$ cat config.mk
export PLATFORM = sky130hd
export DESIGN_NAME = uart_cmd_ctrl
export DESIGN_NICKNAME = d
export VERILOG_FILES = /design/src/rtl/uart_cmd_ctrl.sv
export SDC_FILE = /design/constraint.sdc
export NUM_CORES = 1
export LEC_CHECK = 0
export ABC_AREA = 0
export CELL_PAD_IN_SITES_DETAIL_PLACEMENT = 0
export CELL_PAD_IN_SITES_GLOBAL_PLACEMENT = 1
export CORE_MARGIN = 1.5
export CORE_UTILIZATION = 44
export CTS_CLUSTER_DIAMETER = 40
export DETAILED_ROUTE_END_ITERATION = 8
export PLACE_DENSITY = 0.84
export SYNTH_ARGS = -nofsm -noshare
export SYNTH_HDL_FRONTEND = slang
export SYNTH_SLANG_ARGS = --single-unit
$ cat constraint.sdc
create_clock -name i_Clock -period 3.2 [get_ports i_Clock]
set_input_delay 0.64 -clock i_Clock [delete_from_list [all_inputs] [get_ports i_Clock]]
set_output_delay 0.64 -clock i_Clock [all_outputs]
set_load 0.01 [all_outputs]
$ cat src/rtl/uart_cmd_ctrl.sv
// uart_cmd_ctrl: line-oriented ASCII command controller sitting between a UART RX/TX pair.
//   Receives characters into a line buffer, parses LED commands (ONh / OFh / TGh) and STATUS,
//   drives per-channel outputs and sends a response frame through the UART transmitter.
// Ports:
//   i_Clock, i_Rst      clock, synchronous active-high reset
//   i_RX_DV, i_RX_Byte  received byte strobe and data
//   i_TX_Active         transmitter busy
//   i_TX_Done           end-of-byte strobe from transmitter
//   i_Sensor            NUM_CH sensor bytes, channel k at [8k+7:8k]
//   o_TX_DV, o_TX_Byte  one-cycle transmit request and its byte (held until next request)
//   o_Ch                channel (LED) outputs
//   o_Busy              response frame in progress
//   o_Drop_Cnt          saturating count of responses dropped while busy
module uart_cmd_ctrl #(
   parameter int NUM_CH  = 4,
   parameter int BUF_LEN = 8
) (
   input  logic                  i_Clock,
   input  logic                  i_Rst,
   input  logic                  i_RX_DV,
   input  logic [7:0]            i_RX_Byte,
   input  logic                  i_TX_Active,
   input  logic                  i_TX_Done,
   input  logic [8*NUM_CH-1:0]   i_Sensor,
   output logic                  o_TX_DV,
   output logic [7:0]            o_TX_Byte,
   output logic [NUM_CH-1:0]     o_Ch,
   output logic                  o_Busy,
   output logic [7:0]            o_Drop_Cnt
);

   localparam logic [1:0] RESP_OK   = 2'd0;
   localparam logic [1:0] RESP_ERR  = 2'd1;
   localparam logic [1:0] RESP_STAT = 2'd2;

   typedef enum logic [1:0] {StIdle, StSend, StWait} tx_state_t;

   logic [7:0]          r_Buf [BUF_LEN];
   logic [4:0]          r_Cnt;
   logic                r_Ovf;
   logic [NUM_CH-1:0]   r_Ch;
   logic [8*NUM_CH-1:0] r_Sens;
   logic [1:0]          r_Resp;
   logic [4:0]          r_Idx;
   logic                r_TX_DV;
   logic [7:0]          r_TX_Byte;
   logic [7:0]          r_Drop_Cnt;
   tx_state_t           r_State;
   tx_state_t           w_State_Next;

   logic                w_LF;
   logic                w_Hex_Ok;
   logic [3:0]          w_Hex_Val;
   logic                w_Is_On;
   logic                w_Is_Of;
   logic                w_Is_Tg;
   logic                w_Led_Ok;
   logic                w_Status;
   logic                w_Accept;
   logic                w_Last;
   logic                w_Fire;
   logic [7:0]          w_Byte;
   logic [7:0]          w_Cksum;

   assign w_LF = i_RX_DV && (i_RX_Byte == 8'h0A);

   // ---------------------------------------------------------------- receive buffer
   always_ff @(posedge i_Clock) begin
      if (i_Rst) begin
         r_Cnt <= 5'd0;
         r_Ovf <= 1'b0;
         for (int k = 0; k < BUF_LEN; k++) r_Buf[k] <= 8'h00;
      end else if (i_RX_DV) begin
         if (i_RX_Byte == 8'h0A) begin
            r_Cnt <= 5'd0;
            r_Ovf <= 1'b0;
            for (int k = 0; k < BUF_LEN; k++) r_Buf[k] <= 8'h00;
         end else if (i_RX_Byte != 8'h0D) begin
            if (int'(r_Cnt) < BUF_LEN) begin
               for (int k = 0; k < BUF_LEN; k++) begin
                  if (int'(r_Cnt) == k) r_Buf[k] <= i_RX_Byte;
               end
               r_Cnt <= r_Cnt + 5'd1;
            end else begin
               // Buffer full: keep contents, remember the line is bad
               r_Ovf <= 1'b1;
            end
         end
      end
   end

   // ---------------------------------------------------------------- command decode
   always_comb begin
      w_Hex_Ok  = 1'b0;
      w_Hex_Val = 4'd0;
      if (r_Buf[2] >= 8'h30 && r_Buf[2] <= 8'h39) begin
         w_Hex_Ok  = 1'b1;
         w_Hex_Val = r_Buf[2][3:0];
      end else if (r_Buf[2] >= 8'h41 && r_Buf[2] <= 8'h46) begin
         w_Hex_Ok  = 1'b1;
         w_Hex_Val = r_Buf[2][3:0] + 4'd9;  // 'A' = 0x41 -> 10
      end
   end

   assign w_Is_On  = (r_Buf[0] == 8'h4F) && (r_Buf[1] == 8'h4E);
   assign w_Is_Of  = (r_Buf[0] == 8'h4F) && (r_Buf[1] == 8'h46);
   assign w_Is_Tg  = (r_Buf[0] == 8'h54) && (r_Buf[1] == 8'h47);
   assign w_Led_Ok = (r_Cnt == 5'd3) && !r_Ovf && w_Hex_Ok && (int'(w_Hex_Val) < NUM_CH)
                     && (w_Is_On || w_Is_Of || w_Is_Tg);
   assign w_Status = (r_Cnt == 5'd6) && !r_Ovf
                     && (r_Buf[0] == 8'h53) && (r_Buf[1] == 8'h54) && (r_Buf[2] == 8'h41)
                     && (r_Buf[3] == 8'h54) && (r_Buf[4] == 8'h55) && (r_Buf[5] == 8'h53);

   // A response is only started from IDLE; otherwise it is dropped and counted
   assign w_Accept = w_LF && (r_State == StIdle);

   // ---------------------------------------------------------------- channel outputs
   always_ff @(posedge i_Clock) begin
      if (i_Rst) begin
         r_Ch <= '0;
      end else if (w_LF && w_Led_Ok) begin
         for (int k = 0; k < NUM_CH; k++) begin
            if (int'(w_Hex_Val) == k) begin
               if (w_Is_On)      r_Ch[k] <= 1'b1;
               else if (w_Is_Of) r_Ch[k] <= 1'b0;
               else              r_Ch[k] <= ~r_Ch[k];
            end
         end
      end
   end

   // ---------------------------------------------------------------- response bookkeeping
   always_ff @(posedge i_Clock) begin
      if (i_Rst) begin
         r_Resp     <= RESP_ERR;
         r_Sens     <= '0;
         r_Drop_Cnt <= 8'h00;
      end else begin
         if (w_Accept) begin
            if (w_Led_Ok)      r_Resp <= RESP_OK;
            else if (w_Status) r_Resp <= RESP_STAT;
            else               r_Resp <= RESP_ERR;
            if (w_Status) r_Sens <= i_Sensor;
         end
         if (w_LF && (r_State != StIdle) && (r_Drop_Cnt != 8'hFF)) begin
            r_Drop_Cnt <= r_Drop_Cnt + 8'd1;
         end
      end
   end

   always_ff @(posedge i_Clock) begin
      if (i_Rst) begin
         r_Idx <= 5'd0;
      end else if (w_Accept) begin
         r_Idx <= 5'd0;
      end else if ((r_State == StWait) && i_TX_Done && !w_Last) begin
         r_Idx <= r_Idx + 5'd1;
      end
   end

   always_comb begin
      w_Cksum = 8'h00;
      for (int k = 0; k < NUM_CH; k++) w_Cksum = w_Cksum ^ r_Sens[8*k +: 8];
   end

   assign w_Last = (r_Resp == RESP_STAT) ? (int'(r_Idx) == NUM_CH + 2) : (r_Idx == 5'd1);

   // ---------------------------------------------------------------- TX FSM: state register
   always_ff @(posedge i_Clock) begin
      if (i_Rst) r_State <= StIdle;
      else       r_State <= w_State_Next;
   end

   // ---------------------------------------------------------------- TX FSM: next state
   always_comb begin
      w_State_Next = r_State;
      unique case (r_State)
         StIdle: if (w_Accept) w_State_Next = StSend;
         StSend: if (!i_TX_Active) w_State_Next = StWait;
         StWait: if (i_TX_Done) w_State_Next = w_Last ? StIdle : StSend;
         default: w_State_Next = StIdle;
      endcase
   end

   // ---------------------------------------------------------------- TX FSM: outputs
   always_comb begin
      w_Fire = (r_State == StSend) && !i_TX_Active;
      w_Byte = 8'h0A;
      case (r_Resp)
         RESP_OK: begin
            if (r_Idx == 5'd0) w_Byte = 8'h4B;
         end
         RESP_STAT: begin
            if (r_Idx == 5'd0) begin
               w_Byte = 8'h3E;
            end else if (int'(r_Idx) == NUM_CH + 1) begin
               w_Byte = w_Cksum;
            end else begin
               for (int k = 0; k < NUM_CH; k++) begin
                  if (int'(r_Idx) == k + 1) w_Byte = r_Sens[8*k +: 8];
               end
            end
         end
         default: begin
            if (r_Idx == 5'd0) w_Byte = 8'h3F;
         end
      endcase
   end

   // Registered request: o_TX_DV pulses on the cycle after SEND sees the transmitter free
   always_ff @(posedge i_Clock) begin
      if (i_Rst) begin
         r_TX_DV   <= 1'b0;
         r_TX_Byte <= 8'h00;
      end else begin
         r_TX_DV <= w_Fire;
         if (w_Fire) r_TX_Byte <= w_Byte;
      end
   end

   assign o_TX_DV    = r_TX_DV;
   assign o_TX_Byte  = r_TX_Byte;
   assign o_Ch       = r_Ch;
   assign o_Busy     = (r_State != StIdle);
   assign o_Drop_Cnt = r_Drop_Cnt;

endmodule

==> results of run 1 <==
[flip-flops by register name (all words and copies together) (netlist names)]
register / flops
r_Buf: 48
r_Sens: 32
o_Drop_Cnt: 8
o_TX_Byte: 8
r_Cnt: 5
r_Idx: 5
o_Ch: 4
r_Resp: 2
r_State: 2
o_TX_DV: 1
r_Ovf: 1
[synth_stat cells, types with 4 or more instances]
master	count	area [µm²]
a211o_1	5	43.8
mux2i_1	35	350
edfxtp_1	40	1200
a31oi_1	4	25.0
nand2b_1	8	50.1
and3_1	48	300
nand4_1	9	56.3
o211ai_1	6	45.0
nor2_1	78	293
o21ai_0	5	25.0
a21oi_1	13	65.1
ha_1	12	150
clkbuf_1	25	93.8
nand2_1	22	82.6
nor4b_1	6	52.6
or4_1	5	37.5
xor2_1	15	131
buf_6	5	56.3
xnor2_1	21	184
and2_1	4	25.0
a22oi_1	18	135
inv_1	9	33.8
nor3_1	15	75.1
nor3b_1	4	30.0
dfxtp_1	76	1520
nor2b_1	4	25.0
nand3_1	4	20.0
[worst register-to-register path, stage by stage, from the launching register on]
cell and delay [ns]:
edfxtp_1 0.37, or4b_2 0.67, nor4_1 0.32, nand4_1 0.18, or4_2 0.72, buf_12 0.22
mux2i_1 0.21, nor2_1 0.06
[per-stage QoR]
stage | util [%] | TNS, ns | instances | area (µm²) | worst slack [ns]
final | 58.0 | 0 | 811 | 7080 | 0.318
after global routing | 58.0 | 0 | 811 | 7080 | 0.217
after CTS | 58.0 | 0 | 811 | 7080 | 0.323
after detailed placement | 53.5 | -0.501 | 779 | 6530 | -0.0358
after global placement | 53.5 | -0.0784 | 779 | 6530 | -0.0156
after floorplan | - | 0 | 549 | 5590 | 0.584
[kinds of logic after synthesis]
family | after synthesis | synth area share [%]
buffers and inverters | 39 | 3.29
muxes | 36 | 6.47
adders and majority gates | 12 | 2.69
xor gates and xnor gates | 36 | 5.64
AOI/OAI and AO/OA | 81 | 10.6
DFF | 116 | 48.7
and+or+nand+nor | 229 | 22.6
[cell type report]
cell class / instances / area share, %
Sequential cell: 116 / 38.5
Multi-Input combinational cell: 394 / 38.1
Timing Repair Buffer: 92 / 12.2
Clock buffer: 19 / 6.12
Tap cell: 168 / 2.97
Clock inverter: 13 / 1.66
Inverter: 9 / 0.477
[worst min path at each step]
| stage | startpoint | end | slack [ns] |
|---|---|---|---|
| 2_1_floorplan | r_Resp[1] | r_Resp[1] | 0.45 |
| 3_3_place_gp | o_Ch[1] | o_Ch[1] | 0.46 |
| 3_5_place_dp | o_Ch[1] | o_Ch[1] | 0.47 |
| 4_1_cts | o_Ch[1] | o_Ch[1] | 0.48 |
| 5_1_grt | o_Ch[0] | o_Ch[0] | 0.50 |
| 6_report | o_Ch[1] | o_Ch[1] | 0.47 |
[layer usage]
| metal | wire length [µm] | track usage, % | vias up | part of all wire [%] |
|---|---|---|---|---|
| met1 | 6260 | 29.3 | 2142 | 48 |
| met5 | 0 | 0 | - | 0 |
| met4 | 226 | 6.83 | 0 | 1.7 |
| met3 | 817 | 5.13 | 21 | 6.2 |
| li1 | - | - | 2192 | - |
| met2 | 5800 | 32.2 | 144 | 44 |
[power groups by stage]
stage	Combinational (mW)	Clock [mW]	Sequential, mW
CTS	0.185	1.79	1.57
finish	0.187	1.77	1.57
global route	0.201	1.86	1.58
floorplan	0.0828	0	1.60
global placement	0.181	0	1.60
detailed placement	0.184	0	1.60
==> flow_metrics.py, run 1 <==
metrics = {
    "synthesis": {
        "syn_avg_cell_area_um2": 10.2,
        "synth_area_um2": 5590,
        "ys_seq_elements": 116,
        "synth_edf_count": 40,
        "synth_async_sr_flop_share_pct": 0,
        "syn_inst": 549,
        "yosysWarnings": 0,
        "synth_nets": 606,
        "yosysUniqueCellTypes": 59,
        "seq_area_frac_synth_pct": 48.7,
        "ys.flop_type": "dfxtp_1",
    },
    "global_route": {
        "antenna_found_initial": 0,
        "grt-ovfl-total": 0,
        "grt_pass1_vias": 4333,
        "gr-usage-all-layers_pct": 21.0,
        "grt_max_degree": 53,
        "grt_pass1_wl_um": 21600,
    },
    "outcome": {
        "outcome": "complete, no violations",
    },
    "pwr": {
        "swShare_pct": 21.6,
        "clkPwrFrac_pct": 50.1,
        "power.total_mw": 3.53,
        "p_sw_mw": 0.763,
        "p_int_mw": 2.77,
        "power_density_nw_per_um2": 499,
        "leakagePower_nw": 2.99,
        "p_seq_share_pct": 44.6,
        "pwr-share-comb_pct": 5.3,
        "max-vdd-ir-drop_mv": 0.386,
    },
    "worst_setup_path": {
        "crit_path_end": "r_Sens[13]",
        "cp_slowest_cell": "or4_2",
        "worst_r2r_endpoint": "r_Sens[13]",
        "worstSetupEndpointType": "flop",
        "r2r_cells": 7,
        "arrival_ns": 3.16,
        "cp-startpoint": "r_Buf[3][7]",
        "crit_cells": 7,
        "r2r_start": "r_Buf[3][7]",
        "path_max_fanout": 34,
        "cp_top_family": "simple AND/OR/NAND/NOR gates",
        "cp_num_buf_inv": 1,
        "criticalPathCategory": "reg2reg",
        "r2r_setup_slack_ns": 0.32,
        "crit_required_ns": 3.48,
        "crit_path_start_kind": "flop",
        "critical_path.max_stage_delay_ns": 0.72,
        "crit_chain": "or4b_2 -> nor4_1 -> nand4_1 -> or4_2 -> buf_12 -> mux2i_1 -> nor2_1",
    },
    "timing": {
        "finClkSkew_ns": 0.00815,
        "report.final.slew_viol_count": 0,
        "min_period_ns": 2.88,
        "whs_ns": 0.473,
        "setup_viol": 0,
        "period_share_pct": 90.1,
        "fmax_mhz": 347,
        "max_slew_margin_pct": 50.3,
        "rsz0062_at_grt": "false",
        "tightest_slew_ns": 0.736,
        "hold_violations": 0,
    },
    "clocking": {
        "htree_num_levels": 4,
        "cts_tree": "done",
        "clkTransAtPathRegs_ns": 0.06,
        "clock-sinks": 116,
        "clock_latency_ns": 0.42,
        "cts_buffer_depth": 2,
        "numCtsBuffers": 17,
        "cts_resized": 0,
        "post-cts-setup-buffers": 0,
        "root_buffer": "clkbuf_16",
        "cts_hold_repair.buffers": 0,
    },
    "layout": {
        "area_growth_pct": 26.6,
        "layout_commonest_cell": "nor2_1",
        "fill_cells": 1069,
        "seqCellArea_um2": 2720,
        "layout-drive-gt1-share_pct": 9.80,
        "multi_input_area_um2": 2700,
        "final_cell_mix": "78 x nor2_1, 76 x dfxtp_1, 65 x clkdlybuf4s50_1",
        "diodes": 0,
        "final_net_count": 687,
    },
    "placed_design": {
        "gp_congestion": 0.857,
        "port_buffers": 66,
        "dpl.hpwl_um": 9210,
    },
    "min_path": {
        "hold_class": "reg2reg",
        "hold-path-cell-count": 2,
    },
    "detailed_routing": {
        "first_iter_violations": 339,
        "antenna_left": 0,
        "vias": 4499,
        "routed_wl_um": 13100,
        "remaining_drc_errors": 0,
        "firstDrtPassIters": 5,
        "drt-vias-per-instance": 5.55,
        "routedWlPerCell_um": 16.2,
    },
    "flow_run": {
        "maxCapViolations": 0,
    },
    "floorplanning": {
        "dieArea_um2": 13400,
        "die-height_um": 116,
        "rows": 40,
        "initial_core_util_pct": 45.8,
        "fp.dieW_um": 116,
        "core_um2": 12200,
        "ioPinCount": 67,
    },
}
Power figures use the tool's default switching activity.
==> run 2, diff against run 1 <==
Settings changed: CAP_MARGIN set to 20.
==> results of run 2 <==
No change in the layout: final DEF, timing and power equal those of run 1.
